### src/rtl/codec_cfg_sequencer.sv
// Power-up configuration sequencer for a WM8731 codec: walks an 11-entry register ROM and hands
// each {device address, register word} to the I2C write serializer, retrying NACKed or stalled words.
module codec_cfg_sequencer #(
    parameter logic [7:0]  DEV_ADDR   = 8'h34,
    parameter logic [15:0] INIT_DELAY = 16'd200,
    parameter int          MAX_RETRY  = 2,
    parameter logic [15:0] TIMEOUT    = 16'd100
) (
    input  logic        clk,
    input  logic        reset,
    input  logic        start,
    output logic        o_go,
    output logic [23:0] o_data,
    input  logic        i_ready,
    input  logic        i_ack,
    output logic        o_busy,
    output logic        o_done,
    output logic        o_error,
    output logic [3:0]  o_index,
    output logic [2:0]  o_state
);

    // Serializer handshake: o_go is a single-cycle request carrying o_data; the serializer
    // answers by dropping i_ready for the transfer and raising it again with i_ack valid.
    typedef enum logic [2:0] {
        S_DELAY   = 3'd0,
        S_LOAD    = 3'd1,
        S_WAIT_LO = 3'd2,
        S_WAIT_HI = 3'd3,
        S_CHECK   = 3'd4,
        S_FAIL    = 3'd5,
        S_DONE    = 3'd6,
        S_ERROR   = 3'd7
    } state_t;

    localparam logic [3:0] LAST_INDEX = 4'd10;
    localparam logic [3:0] RETRY_MAX  = 4'(MAX_RETRY);

    state_t      state_q, state_d;
    logic [15:0] timer_q, timer_d;
    logic [3:0]  index_q, index_d;
    logic [3:0]  retry_q, retry_d;
    logic        go_q, go_d;
    logic [23:0] data_q, data_d;

    function automatic logic [15:0] rom_word(input logic [3:0] idx);
        case (idx)
            4'd0:    rom_word = 16'h1E00;
            4'd1:    rom_word = 16'h0017;
            4'd2:    rom_word = 16'h0217;
            4'd3:    rom_word = 16'h0479;
            4'd4:    rom_word = 16'h0679;
            4'd5:    rom_word = 16'h0812;
            4'd6:    rom_word = 16'h0A00;
            4'd7:    rom_word = 16'h0C00;
            4'd8:    rom_word = 16'h0E42;
            4'd9:    rom_word = 16'h1000;
            4'd10:   rom_word = 16'h1201;
            default: rom_word = 16'h0000;
        endcase
    endfunction

    always_comb begin
        state_d = state_q;
        timer_d = (timer_q == 16'hFFFF) ? timer_q : timer_q + 16'd1;
        index_d = index_q;
        retry_d = retry_q;
        case (state_q)
            S_DELAY: begin
                if (timer_q >= INIT_DELAY - 16'd1) state_d = S_LOAD;
            end
            S_LOAD: begin
                timer_d = 16'd0;
                state_d = S_WAIT_LO;
            end
            S_WAIT_LO: begin
                if (!i_ready) begin
                    timer_d = 16'd0;
                    state_d = S_WAIT_HI;
                end else if (timer_q >= TIMEOUT - 16'd1) begin
                    state_d = S_FAIL;
                end
            end
            S_WAIT_HI: begin
                if (i_ready) state_d = S_CHECK;
                else if (timer_q >= TIMEOUT - 16'd1) state_d = S_FAIL;
            end
            S_CHECK: begin
                if (i_ack) begin
                    state_d = S_FAIL;
                end else if (index_q >= LAST_INDEX) begin
                    state_d = S_DONE;
                end else begin
                    index_d = index_q + 4'd1;
                    retry_d = 4'd0;
                    state_d = S_LOAD;
                end
            end
            S_FAIL: begin
                if (retry_q >= RETRY_MAX) begin
                    state_d = S_ERROR;
                end else begin
                    retry_d = retry_q + 4'd1;
                    state_d = S_LOAD;
                end
            end
            S_DONE, S_ERROR: begin
                if (start) begin
                    index_d = 4'd0;
                    retry_d = 4'd0;
                    state_d = S_LOAD;
                end
            end
            default: state_d = S_DELAY;
        endcase
    end

    // GO and the data word are registered on entry to LOAD so both appear in the same cycle.
    always_comb begin
        go_d   = (state_d == S_LOAD);
        data_d = go_d ? {DEV_ADDR, rom_word(index_d)} : data_q;
    end

    always_ff @(posedge clk or negedge reset) begin
        if (!reset) begin
            state_q <= S_DELAY;
            timer_q <= 16'd0;
            index_q <= 4'd0;
            retry_q <= 4'd0;
            go_q    <= 1'b0;
            data_q  <= 24'd0;
        end else begin
            state_q <= state_d;
            timer_q <= timer_d;
            index_q <= index_d;
            retry_q <= retry_d;
            go_q    <= go_d;
            data_q  <= data_d;
        end
    end

    assign o_go    = go_q;
    assign o_data  = data_q;
    assign o_index = index_q;
    assign o_busy  = (state_q != S_DONE) && (state_q != S_ERROR);
    assign o_done  = (state_q == S_DONE);
    assign o_error = (state_q == S_ERROR);
    assign o_state = state_q;

endmodule
### config.mk
export PLATFORM = sky130hd
export DESIGN_NAME = codec_cfg_sequencer
export DESIGN_NICKNAME = d
export VERILOG_FILES = /design/src/rtl/codec_cfg_sequencer.sv
export SDC_FILE = /design/constraint.sdc
export NUM_CORES = 1
export LEC_CHECK = 0
export ABC_AREA = 0
export BUFFER_PORTS_ARGS = -buffer_cell sky130_fd_sc_hd__buf_4
export CAP_MARGIN = 25
export CORE_ASPECT_RATIO = 0.7
export CORE_MARGIN = 2
export CORE_UTILIZATION = 45
export CTS_BUF_LIST = sky130_fd_sc_hd__clkbuf_4 sky130_fd_sc_hd__clkbuf_8
export CTS_CLUSTER_SIZE = 12
export DETAILED_ROUTE_END_ITERATION = 6
export GPL_ROUTABILITY_DRIVEN = 0
export MAX_ROUTING_LAYER = met4
export PLACE_DENSITY = 0.69
export SKIP_CTS_REPAIR_TIMING = 1
export SLEW_MARGIN = 30
export SYNTH_ARGS = -nofsm -noshare
export SYNTH_HDL_FRONTEND = slang
export SYNTH_SLANG_ARGS = --single-unit
### constraint.sdc
create_clock -name clk -period 2.76 [get_ports clk]
set_input_delay 0.276 -clock clk [delete_from_list [all_inputs] [get_ports clk]]
set_output_delay 0.276 -clock clk [all_outputs]
set_load 0.01 [all_outputs]
==> summary.md, run 1 <==
| Metric | Value |
|---|---|
| Status | `complete, no violations` |
| Die area | `5980 um^2` |
| Mapped cell area | `2410 um^2` |
| Worst path max stage delay | `440 ps` |
| Worst min path class | `in -> reg` |
| RSZ-0062 raised after global routing | `true` |
| Routed wire length | `5040 um` |
| Worst Path Arrival | `2910 ps` |
| Crit path max fanout | `5` |
| Nets@finish | `300` |
| Synthesized flop and latch total | `39` |
| Dpl hpwl | `3720 um` |
| Core Box Area | `5200 um^2` |
| Clk Tree Root Cell | `clkbuf_8` |
| CP Class | `reg -> reg` |
| Share of cells above drive strength 1 | `29.7%` |
| Clk slew on worst S/H paths | `80 ps` |
| Diodes inserted | `0` |
| Die X | `91.6 um` |
| Total track usage | `18.9%` |
| Die height | `65.3 um` |
| Clk_lat worst skew | `290 ps` |
| CP top delay family | `multiplexers` |
| Area share of the largest cell type after synthesis | `40.4%` |
| Vias in the first global route | `1,754` |
| TritonCTS buffer count | `5` |
| FMAX | `366 MHz` |
| First-pass GRT wire length | `8710 um` |
| Gr ovfl total | `0` |
| Area of the multi-input gates | `1340 um^2` |
| Sequential area share after synthesis | `40.4%` |
| IO Pins | `40` |
| Leakage | `0.00137 uW` |
| Worst path cell trace | `ha_4 > o31a_1 > or2_4 > or3_4 > o21ai_4 > ha_4 > mux2_4 > mux2_2 > mux2_4` |
| Post-synthesis cell type count | `56` |
| Slew @ Worst Pin | `742 ps` |
| CTS H-tree depth | `2` |
| Vias per inst | `5.20` |
| Synth top area cells | `dfrtp_1 (40%), buf_4 (5.0%), nor2_1 (4.8%), ha_1 (4.7%), mux2_4 (4.4%)` |
| Largest net degree at the start of global routing | `40` |
| CTS tree | `built` |
| Pins Over Slew Limit | `0` |
| Vias | `1,862` |
| Top FF cell, synth | `dfrtp_1` |
| Total of fill cells in the finished design | `459` |
| Starting Density | `46.4%` |
| WL/cell | `14.1 um` |
| Max VDD drop | `0.347 mV` |
| Hold path startpoint | `i_ready` |
| Post-route ant nets | `0` |
| Placed cell area | `2750 um^2` |
| CP Buf/Inv Count | `0` |
| PD cells | `908 nW/um^2` |
| Async set-reset flop share out of synthesis | `100%` |
| Clock Sink Count | `39` |
| Mapped Cells | `247` |
| Max-cap violation count | `0` |
| Crit path from | `o_index[1]` |
| Final hold vios | `0` |
| Syn. warnings | `0` |
| Slew margin rel. | `49.9%` |
| Slowest CP cell | `dfrtp_2` |
| Clk buf depth | `2` |
| Crit end category | `register` |
| DRC violations left | `0` |
| Cell area after layout | `2880 um^2` |
| RR Startpoint | `o_index[1]` |
| Fin crit period | `2730 ps` |
| Iter 0 DRT Violations | `176` |
| FF/Latch Area | `977 um^2` |
| Final setup violation count | `0` |
| Total iterations of the first detailed-routing run | `4` |
| Synth area leader | `dfrtp_1` |
| # rows | `22` |
| IO buf count | `29` |
| Synthesis-to-layout area growth | `19.1%` |
| Worst setup SP type | `register` |
| Crit path required time | `2940 ps` |
| Worst Skew | `8.41 ps` |
| Initial antenna violation count | `0` |
| Placed cell count | `350` |
| Non-Filler Instances | `358` |
| Number of synthesized flops with an enable pin | `0` |
| Post-Syn Area per Cell | `9.78 um^2` |
| Fin crit share | `99.0%` |
[final timing paths]
check                              to  slack (ps)  depth (start not counted)
setup / recovery            o_data[1]          30                          9
hold / removal             o_state[2]         420                          4
setup reg to reg            o_data[1]          30                          9
hold reg to reg            o_data[12]         520                          1
max in group asynchronous  o_index[1]        1900                          2
min in group asynchronous  timer_q[0]         490                          2
[state kept, by name, indices dropped and copies added (netlist names)]
signal	cells
o_index	4
o_state	3
timer_q	16
retry_q	4
o_go	1
o_data	11
[routing by layer]
metal	track usage (%)	vias up	part of all wire, %
met5	-	-	0
li1	-	924	-
met4	5.68	0	1.1
met2	24.3	61	38
met1	29.3	873	54
met3	4.01	4	6.9
[metrics by stage]
step / setup WS, ps / util [%] / setup TNS (ps) / power (uW) / hold WS (ps)
2_1_floorplan: 7.13 / - / 0 / 1770 / -19.6
5_1_grt: -35.0 / 55.3 / -35.0 / 2820 / 428
6_report: 27.2 / 55.3 / 0 / 2610 / 415
4_1_cts: -4.44 / 54.5 / -4.44 / 2590 / -29.1
3_5_place_dp: 11.6 / 52.9 / 0 / 2200 / 285
3_3_place_gp: 84.5 / 52.9 / 0 / 2160 / 279
[synthesized netlist by cell type, drive strengths merged (4+ instances only)]
master,number
nand3,12
xnor2,5
nor4,7
nand2,18
mux2,13
nand4,4
buf,18
mux2i,5
ha,9
nor2,31
inv,13
nor3,7
a21oi,7
dfrtp,39
xor2,8
[power by group]
group | switching [uW] | internal, uW | leakage [uW] | total [uW]
sequential | 121 | 717 | 0.000504 | 839
clock | 190 | 194 | 0.0000452 | 384
combinational | 701 | 688 | 0.000820 | 1390
total | 1010 | 1600 | 0.00137 | 2610
[worst min-delay path, delay by kind of cell]
family                   cells  cell delay (ps)
adder cells (fa/ha/maj)      1              170
buffers and inverters        2              150
AO/OA/AOI/OAI                1               80
[logic make-up after synthesis]
| family | after synthesis | synth area share, % |
|---|---|---|
| xor+xnor | 13 | 4.72 |
| compound gates | 37 | 11.5 |
| flops | 39 | 40.4 |
| other cells | 1 | 0.155 |
| simple gates | 95 | 20.8 |
| buf+inv | 34 | 8.13 |
| fa+ha+maj | 10 | 5.13 |
| mux | 18 | 9.22 |
[cell usage in the layout, fill, tap and decap left out, types with 8 or more instances in the layout]
cell     synthesis  final
dfrtp_1         39     38
inv_1           13     11
conb_1           1     10
xor2_1           8      8
nand3_1         10     10
nor2_1          31     31
nand2_1         18     18
mux2_4           7      8
buf_4           16     43
[layout make-up]
cell class	instances	share of cell area (%)
timing repair buffer	44	11.6
multi-input combinational	183	46.7
clock buffer	7	2.92
inverter	13	1.70
sequential	39	34.0
tap	72	3.13
No activity file was read; power rests on OpenSTA's default activity.
==> inputs of run 2 (changes only) <==
--- a/config.mk
+++ b/config.mk
@@ -8,15 +8,17 @@
 export ABC_AREA = 0
 export BUFFER_PORTS_ARGS = -buffer_cell sky130_fd_sc_hd__buf_4
 export CAP_MARGIN = 25
+export CELL_PAD_IN_SITES_DETAIL_PLACEMENT = 0
+export CELL_PAD_IN_SITES_GLOBAL_PLACEMENT = 1
 export CORE_ASPECT_RATIO = 0.7
 export CORE_MARGIN = 2
-export CORE_UTILIZATION = 45
+export CORE_UTILIZATION = 41
 export CTS_BUF_LIST = sky130_fd_sc_hd__clkbuf_4 sky130_fd_sc_hd__clkbuf_8
 export CTS_CLUSTER_SIZE = 12
 export DETAILED_ROUTE_END_ITERATION = 6
 export GPL_ROUTABILITY_DRIVEN = 0
 export MAX_ROUTING_LAYER = met4
-export PLACE_DENSITY = 0.69
+export PLACE_DENSITY_LB_ADDON = 0.1
 export SKIP_CTS_REPAIR_TIMING = 1
 export SLEW_MARGIN = 30
 export SYNTH_ARGS = -nofsm -noshare
==> run 2 against run 1 <==
Against the previous run:
- core utilization fell by 3.6 points
- global-route usage fell by 0.73 points
- largest cell class unchanged
- combinational power rose by 5%
- final area rose by 2.3%
- highest routed layer unchanged
==> summary.md, run 2 (synthesis results as in run 1) <==
| Metric | Value |
|---|---|
| Post-Route Setup TNS | `0 ps (unchanged)` |
| Pins Over Slew Limit | `0 (unchanged)` |
| P_int | `1760 uW (+10%)` |
| Placed cell area | `2800 um^2 (+1.7%)` |
| CTS tree | `built` |
| FMAX | `365 MHz (-0.27%)` |
| Switching share of power | `37.4% (-1.3 points)` |
| DRC violations left | `0 (unchanged)` |
| Post-route ant nets | `0 (unchanged)` |
| Vias in the first global route | `1,629 (-7.1%)` |
| CTS H-tree depth | `2 (unchanged)` |
| Share of cells above drive strength 1 | `30.6% (+0.86 points)` |
| # rows | `23 (+4.5%)` |
| Clock Sink Count | `39 (unchanged)` |
| Die X | `95.7 um (+4.6%)` |
| Nets@finish | `304 (+1.3%)` |
| Final hold vios | `0 (unchanged)` |
| Vias | `1,859 (-0.16%)` |
| Clk Tree Root Cell | `clkbuf_8` |
| Gr ovfl total | `0 (unchanged)` |
| Iter 0 DRT Violations | `133 (-24%)` |
| Worst setup SP type | `register` |
| Total iterations of the first detailed-routing run | `4 (unchanged)` |
| Final setup violation count | `0 (unchanged)` |
| WL/cell | `14.4 um (+2.6%)` |
| Crit end category | `register` |
| Commonest non-fill, non-tap cell in the layout | `buf_4` |
| IO buf count | `29 (unchanged)` |
| Most frequent cells in the layout | `buf_4 (46), dfrtp_1 (38), nor2_1 (31), nand2_1 (18), inv_1 (11)` |
| Cell area after layout | `2940 um^2 (+2.3%)` |
| Clk_lat worst skew | `300 ps (about the same)` |
| Combinational share of power | `52.1% (-1.1 points)` |
| Slew @ Worst Pin | `546 ps (-195 ps)` |
| Sequential Power Share | `29.9% (-2.2 points)` |
| Max FFs per register | `16 (unchanged)` |
| Placed cell count | `357 (+2.0%)` |
| First-pass GRT wire length | `8430 um (-3.2%)` |
| Initial antenna violation count | `0 (unchanged)` |
| PD cells | `955 nW/um^2 (+5.2%)` |
| Worst min path class | `in -> reg` |
| CP Class | `reg -> reg` |
| Non-Filler Instances | `366 (+2.2%)` |
| Final Util | `51.6% (-3.6 points)` |
| Switch Pwr | `1050 uW (+4.0%)` |
| Max-cap violation count | `0 (unchanged)` |
| Dpl hpwl | `3900 um (+4.8%)` |
| Clock power frac | `18.0% (+3.3 points)` |
| Worst Skew | `9.67 ps (+1.25 ps)` |
| TritonCTS buffer count | `5 (unchanged)` |
| Max VDD drop | `0.405 mV (+17%)` |
| Total chip power | `2810 uW (+7.7%)` |
| Crit path max fanout | `5 (unchanged)` |
| Largest net degree at the start of global routing | `40 (unchanged)` |
| Leakage | `0.00141 uW (+2.8%)` |
| Starting Density | `42.4% (-4.0 points)` |
| Largest Register | `timer_q` |
| Vias per inst | `5.08 (-2.3%)` |
| Die height | `68.2 um (+4.5%)` |
| Worst Path Arrival | `2940 ps (+30 ps)` |
| Clk buf depth | `2 (unchanged)` |
| Status | `complete, no violations` |
| Slew margin rel. | `63.2% (+13 points)` |
| Diodes inserted | `0 (unchanged)` |
| Clk slew on worst S/H paths | `80 ps (about the same)` |
| Crit path required time | `2960 ps (+20 ps)` |
| Core Box Area | `5700 um^2 (+9.5%)` |
| Routed wire length | `5280 um (+4.9%)` |
| Synthesis-to-layout area growth | `21.9%` |
| IO Pins | `40 (unchanged)` |
| Fin crit period | `2740 ps (+7.46 ps)` |
| RSZ-0062 raised after global routing | `true` |
| Die area | `6530 um^2 (+9.2%)` |
| Fin crit share | `99.3% (+0.27 points)` |
| Total track usage | `18.2% (-0.73 points)` |
-- run 2: changes by cell type in the layout (fill, tap and decap cells not counted), sizes merged --
cell | previous run | this run
buf | 43 | 47
clkinv | 0 | 1
clkbuf | 7 | 6
bufinv | 0 | 1
-- run 2: path summary, 6_finish.rpt --
path                       slack [ps]  depth (start not counted)  startpoint          to
min in group asynchronous         480                          2       reset  timer_q[4]
hold reg to reg                   510                          1  o_data[12]  o_data[12]
setup reg to reg                   20                          9  o_index[1]   o_data[1]
max in group asynchronous        1890                          2       reset  o_index[1]
setup / recovery                   20                          9  o_index[1]   o_data[1]
hold / removal                    390                          4     i_ready  o_state[2]
-- run 2: cell type report --
class / count / area (um^2)
clock buffers: 6 / 82.6
fillers: 525 / 2760
repair buffers: 48 / 375
clock inverters: 2 / 35.0
flip-flops and latches: 39 / 977
inverters: 13 / 48.8
well taps: 75 / 93.8
multi-input cells: 183 / 1330
-- run 2: per-layer routing --
metal / vias up / global-route usage [%] / wire [um]
met1: 865 / 30.4 / 3130
met3: 7 / 4.07 / 256
met2: 52 / 19.5 / 1810
li1: 935 / - / -
met5: - / - / 0
met4: 0 / 6.96 / 86
-- run 2: power by group through the flow --
stage / sequential [uW] / clock (uW) / combinational (uW)
after floorplan: 885 / 0 / 887
after global placement: 846 / 0 / 1430
after detailed placement: 848 / 0 / 1440
after CTS: 839 / 516 / 1450
after global routing: 865 / 552 / 1620
final: 842 / 505 / 1460
-- run 2: stage by stage --
stage / hold slack [ps] / worst slack (ps)
finish: 392 / 19.7
global route: 397 / -44.6
CTS: -44.8 / 25.6
detailed placement: 292 / 29.1
global placement: 290 / 78.2
floorplan: -19.6 / 7.13
-- run 2: critical path, cell delays in order (launching register included) --
cell and delay, ps:
dfrtp_2 440, ha_4 170, o31a_1 290, or2_4 240, or3_1 350, o21ai_4 120
ha_4 250, mux2_4 260, mux2_2 260, mux2_4 260
